File: src/rtl/code_block_desegment.sv
// code_block_desegment
//   Receive-side block desegmenter. Consumes the framed serial stream
//   (start, filler, data, optional CRC24B, stop), drops filler and CRC bits,
//   forwards payload bits and reports one status record per block.
//
// Ports
//   clk, reset       : clock, asynchronous active-high reset
//   in_bit/in_valid  : serial bit and its qualifier (one bit per cycle)
//   start/stop       : block framing pulses (in_valid=0 during them)
//   filling/crc      : qualify the current bit as filler / appended CRC
//   block_size       : sampled on start, 1 = 6144-bit block, 0 = 1056-bit block
//   dout/dout_wr     : registered payload bit and FIFO write strobe
//   blk_*            : registered per-block status, valid with blk_done
module code_block_desegment (
  input  logic        clk,
  input  logic        reset,
  input  logic        in_bit,
  input  logic        in_valid,
  input  logic        start,
  input  logic        filling,
  input  logic        crc,
  input  logic        stop,
  input  logic        block_size,
  output logic        dout,
  output logic        dout_wr,
  output logic        blk_done,
  output logic        blk_crc_present,
  output logic        blk_crc_ok,
  output logic        blk_len_err,
  output logic        blk_proto_err,
  output logic [7:0]  blk_index,
  output logic [12:0] blk_data_bits
);

  localparam logic [23:0] CRC_POLY = 24'h800063;
  localparam logic [13:0] K_BIG    = 14'd6144;
  localparam logic [13:0] K_SMALL  = 14'd1056;

  typedef enum logic [1:0] {S_IDLE, S_FILL, S_DATA, S_CRCB} state_t;

  state_t      r_state, w_next;
  logic        w_close, w_perr, w_idle_err, w_fill, w_data, w_crcb;
  logic [4:0]  w_crc_sel;

  logic        r_dout, r_dout_wr, r_done;
  logic        r_pres, r_ok, r_len, r_proto;
  logic [7:0]  r_index, r_blk_seq;
  logic [12:0] r_nbits;
  logic        r_k_big, r_crc_bad, r_perr, r_idle_err;
  logic [13:0] r_total;
  logic [12:0] r_data_cnt;
  logic [5:0]  r_crc_cnt;
  logic [23:0] r_crc;

  // CRC24B, MSB first
  function automatic logic [23:0] crc_step(input logic [23:0] c, input logic b);
    logic fb;
    fb = c[23] ^ b;
    return {c[22:0], 1'b0} ^ (fb ? CRC_POLY : 24'h0);
  endfunction

  function automatic logic [13:0] sat_inc14(input logic [13:0] v);
    return (v == 14'h3fff) ? v : v + 14'd1;
  endfunction

  function automatic logic [12:0] sat_inc13(input logic [12:0] v);
    return (v == 13'h1fff) ? v : v + 13'd1;
  endfunction

  function automatic logic [5:0] sat_inc6(input logic [5:0] v);
    return (v == 6'h3f) ? v : v + 6'd1;
  endfunction

  // The CRC register stops updating once CRC bits arrive, so it is the
  // frozen value; bit n of the appended CRC compares with bit (23-n).
  assign w_crc_sel = 5'd23 - r_crc_cnt[4:0];

  // state register
  always_ff @(posedge clk or posedge reset) begin
    if (reset) r_state <= S_IDLE;
    else       r_state <= w_next;
  end

  // next-state logic; start always opens a fresh block, even mid-block
  always_comb begin
    w_next = r_state;
    if (start)
      w_next = S_FILL;
    else if (r_state != S_IDLE) begin
      if (stop)        w_next = S_IDLE;
      else if (w_crcb) w_next = S_CRCB;
      else if (w_data) w_next = S_DATA;
    end
  end

  // bit classification and framing events
  always_comb begin
    w_close    = 1'b0;
    w_perr     = 1'b0;
    w_idle_err = 1'b0;
    w_fill     = 1'b0;
    w_data     = 1'b0;
    w_crcb     = 1'b0;
    if (r_state == S_IDLE) begin
      w_idle_err = ~start & (in_valid | stop);
    end else begin
      w_close = start | stop;
      if (in_valid && !start && !stop) begin
        if (filling && crc)          w_perr = 1'b1;
        else if (filling) begin
          if (r_state == S_FILL)     w_fill = 1'b1;
          else                       w_perr = 1'b1;
        end
        else if (crc)                w_crcb = 1'b1;
        else if (r_state == S_CRCB)  w_perr = 1'b1;
        else                         w_data = 1'b1;
      end
    end
  end

  // per-block counters, CRC, output and status registers
  always_ff @(posedge clk or posedge reset) begin
    if (reset) begin
      r_dout     <= 1'b0;
      r_dout_wr  <= 1'b0;
      r_done     <= 1'b0;
      r_pres     <= 1'b0;
      r_ok       <= 1'b0;
      r_len      <= 1'b0;
      r_proto    <= 1'b0;
      r_index    <= 8'd0;
      r_blk_seq  <= 8'd0;
      r_nbits    <= 13'd0;
      r_k_big    <= 1'b0;
      r_crc_bad  <= 1'b0;
      r_perr     <= 1'b0;
      r_idle_err <= 1'b0;
      r_total    <= 14'd0;
      r_data_cnt <= 13'd0;
      r_crc_cnt  <= 6'd0;
      r_crc      <= 24'd0;
    end else begin
      r_dout_wr <= w_data;
      if (w_data) r_dout <= in_bit;

      r_done <= w_close;
      if (w_close) begin
        r_pres    <= (r_crc_cnt != 6'd0);
        r_ok      <= ~r_crc_bad & ((r_crc_cnt == 6'd0) | (r_crc_cnt == 6'd24));
        r_len     <= (r_total != (r_k_big ? K_BIG : K_SMALL));
        // a start that closes a block is itself a framing violation
        r_proto   <= r_perr | start;
        r_nbits   <= r_data_cnt;
        r_index   <= r_blk_seq;
        r_blk_seq <= r_blk_seq + 8'd1;
      end

      if (start) begin
        r_k_big    <= block_size;
        r_total    <= 14'd0;
        r_data_cnt <= 13'd0;
        r_crc_cnt  <= 6'd0;
        r_crc      <= 24'd0;
        r_crc_bad  <= 1'b0;
        // errors seen while idle have no block of their own; charge the next one
        r_perr     <= r_idle_err;
        r_idle_err <= 1'b0;
      end else begin
        if (w_idle_err) r_idle_err <= 1'b1;
        if (w_perr)     r_perr <= 1'b1;
        if (w_fill || w_data || w_crcb) r_total <= sat_inc14(r_total);
        if (w_data) begin
          r_crc      <= crc_step(r_crc, in_bit);
          r_data_cnt <= sat_inc13(r_data_cnt);
        end
        if (w_crcb) begin
          if ((r_crc_cnt < 6'd24) && (in_bit != r_crc[w_crc_sel])) r_crc_bad <= 1'b1;
          r_crc_cnt <= sat_inc6(r_crc_cnt);
        end
      end
    end
  end

  assign dout            = r_dout;
  assign dout_wr         = r_dout_wr;
  assign blk_done        = r_done;
  assign blk_crc_present = r_pres;
  assign blk_crc_ok      = r_ok;
  assign blk_len_err     = r_len;
  assign blk_proto_err   = r_proto;
  assign blk_index       = r_index;
  assign blk_data_bits   = r_nbits;

endmodule

File: config.mk
export PLATFORM = sky130hd
export DESIGN_NAME = code_block_desegment
export DESIGN_NICKNAME = d
export VERILOG_FILES = /design/src/rtl/code_block_desegment.sv
export SDC_FILE = /design/constraint.sdc
export NUM_CORES = 1
export LEC_CHECK = 0
export BUFFER_PORTS_ARGS = -buffer_cell sky130_fd_sc_hd__clkbuf_2
export CORE_ASPECT_RATIO = 1.75
export CORE_MARGIN = 2
export CORE_UTILIZATION = 58
export CTS_CLUSTER_SIZE = 8
export DETAILED_ROUTE_END_ITERATION = 8
export PLACE_DENSITY = 0.83
export REMOVE_ABC_BUFFERS = 1
export SLEW_MARGIN = 25
export SYNTH_ARGS = -nofsm -noshare
export SYNTH_HDL_FRONTEND = slang
export SYNTH_SLANG_ARGS = --single-unit
File: constraint.sdc
create_clock -name clk -period 3.3 [get_ports clk]
set_input_delay 0.33 -clock clk [delete_from_list [all_inputs] [get_ports clk]]
set_output_delay 0.33 -clock clk [all_outputs]
set_load 0.02 [all_outputs]
==> results.md <==
* Synth top area cells: dfrtp_1 53%, nand2_1 9.9%, nand3b_1 4.1%, xor2_1 3.7%, xnor2_1 3.0%
* Initial antenna violation count at 0
* Req. time, crit path at ~3500 ps
* Most frequent cells in the layout: 125 x nand2_1, 99 x dfrtp_1, 36 x clkbuf_2
* Setup TNS at 0 ps
* Num Clock Sinks at 99
* Die width at 72.2 microns
* Startpoint types: flop
* Slew Viols, Final at 0
* CTS tree: done
* H-tree lvl count at 3
* Asr flop ratio synth at 100%
* Hold Fails Final Rpt at 0
* Synth Register Bits at 99
* I/O pin count at 37
* Worst path slowest cell: dfrtp_1
* Maxcap violations at 0
* Overall Power at about 2.6 mW
* DRC violations left at 0
* Post-synth top area share at roughly 53%
* Worst-margin pin slew at 840 ps
* Largest net degree at the start of global routing at between 60 and 70
* Sequential share of the synthesized area at between 50 and 60%
* WL final at 9210 microns
* WL/cell at ~15 microns
* Worst Slack Setup Final at 1170 ps
* Synth area leader: dfrtp_1
* Most common cell after layout, fill and taps aside: nand2_1
* Relative slew slack at 44.0%
* Post-CTS Setup Repair Bufs at 0
* Port buffer count at 36
* Nets at 534
* Critical path type: flop to flop
* Overall Global Routing Usage at between 20 and 25%
* CP Capture Type: flop
* Core ar. at about 7900 sq um
* Number of iterations in the first detailed-routing pass at 4
* Pre-CTS WS at 975 ps
* Post-synthesis cell type count at 50
* Ant. Diodes at 0
* Post-CTS sizing at 0
* Clock buffers created by TritonCTS at 9
* Hold Crit Class: input pin to asynchronous set/reset pin
* Setup violations, final at 0
* Clock Tree Root: clkbuf_16
* Die area at approximately 9000 sq um
* Period utilisation layout at 64.5%
* GP Congestion at between 0.7 and 0.8
* M1 WL at between 3000 and 4000 microns
* Starting Density at approximately three fifths
* Worst Path Arrival at ~2400 ps
* Via Count at between 3000 and 4000
* Max Root-Sink Buffers at 2
* Gr ovfl total at 0
* Crit path buf inv count at 0
* DRT iter0 DRCs at around 230
* Worst Path Max Fanout at 12
* Final Skew at between 6 and 7 ps
* Met2 WL at just under 5000 microns
* Minimum clock period at between 2000 and 2500 ps
* Number of synthesized flops with an enable pin at 0
* Leak at approximately 2.5 nW
* Synth Instances at ~500
* Met3 Wirelength at approximately 320 microns
* Vias per cell at approximately 6
* Top layer in use: met4
* Die Y at ~120 microns
* Fmax at roughly 0.47 GHz
* Rows at 43
* Number of buffers added to fix hold violations after cts at 0
* Ys flop type: dfrtp_1
* Crit-path cells: mux4_2 -> mux2_2 -> nand3_1 -> o211ai_1 -> xnor2_1 -> o22ai_1
* Syn-to-layout area delta at 10.7%
* CP delay by family, top: multiplexers
* Syn_area_per_cell at 9.64 sq um
* Reg-to-reg slack, setup at approximately 1200 ps
* Antenna Nets Post-Route at 0
* Yosys warnings at 0
* First-pass GRT wire length at 15400 microns
* Pwr dens at between 500 and 600 nW/um^2
* RSZ-0062 raised after global routing: false
* Worst-Skew Late Latency at between 300 and 400 ps
* Worst-path clk slew at 60 ps
* Hpwl dp at 6150 microns
* Peak supply drop at around 0.00035 V
* Vias in the first global route at about 3400
* Crit-path max cell delay at ~700 ps
* Layout cells sized above 1 at roughly 14%
* Status: finished clean
* Filler cells at slightly below 600
* Synthesized area at 4720 sq um
==> metrics by stage <==
| stage | instance area [sq um] | std cells | utilization, % | hold WS, ps |
|---|---|---|---|---|
| finish | 5220 | 612 | 66.0 | 131 |
| global route | 5220 | 612 | 66.0 | 222 |
| CTS | 5220 | 612 | 66.0 | 175 |
| detailed placement | 4960 | 597 | 62.7 | 462 |
| global placement | 4960 | 597 | 62.7 | 451 |
| floorplan | 4610 | 465 | - | 393 |
==> sequential cells by signal (all words and copies together) (netlist names), 2 cells and up <==
register	flops
r_crc	24
r_data_cnt	13
r_state	2
blk_data_bits	13
blk_index	8
r_crc_cnt	6
r_total	14
r_blk_seq	8
==> path summary, 6_finish.rpt <==
| path | depth (start not counted) | to | from |
|---|---|---|---|
| min in group clk | 2 | r_k_big | block_size |
| max in group asynchronous | 3 | r_crc[9] | reset |
| hold reg to reg | 1 | blk_crc_ok | r_crc_bad |
| setup / recovery | 6 | r_crc_bad | r_crc_cnt[0] |
| hold / removal | 2 | r_crc[18] | reset |
| setup reg to reg | 6 | r_crc_bad | r_crc_cnt[0] |
==> final cells by class <==
type	instances	area, sq um	area share, %
sequential	99	2480	47.5
multi-input combinational	354	2090	40.1
clock buffer	11	233	4.46
timing repair buffer	42	225	4.32
tap	90	113	2.16
inverter	12	47.5	0.911
clock inverter	4	28.8	0.551
==> synth_stat cells, types with 5 or more instances <==
library cell,number
and3_1,8
xor2_1,20
nor2b_1,5
o21ai_0,15
ha_1,7
xnor2_1,16
nand3_1,21
a21oi_1,10
mux2i_1,5
inv_1,10
nand4_1,10
dfrtp_1,99
nand2_1,125
nor3_1,5
nand3b_1,26
nor2_1,34
clkbuf_1,18
==> layer usage <==
| metal | global-route usage, % | vias to the layer above |
|---|---|---|
| li1 | - | 1708 |
| met1 | 26.7 | 1787 |
| met2 | 39.0 | 72 |
| met3 | 4.73 | 15 |
| met4 | 9.55 | 0 |
| met5 | 0 | - |
==> cells by family (layout without fill, tap and decap cells) <==
logic type | count (synthesis) | in the layout | share of synthesized area, %
and+or+nand+nor | 258 | 258 | 26.7
DFF | 99 | 99 | 52.5
AOI/OAI and AO/OA | 41 | 41 | 5.41
xor gates and xnor gates | 36 | 36 | 6.69
buffers and inverters | 36 | 69 | 3.13
muxes | 12 | 12 | 3.69
adders and majority gates | 7 | 7 | 1.86
==> where the power goes <==
| group | switching, mW | total [mW] | internal, mW |
|---|---|---|---|
| logic | 0.192 | 0.299 | 0.106 |
| clock network | 0.436 | 0.943 | 0.507 |
| registers | 0.0726 | 1.37 | 1.30 |
Note: power is estimated with default switching activity, not from simulation.
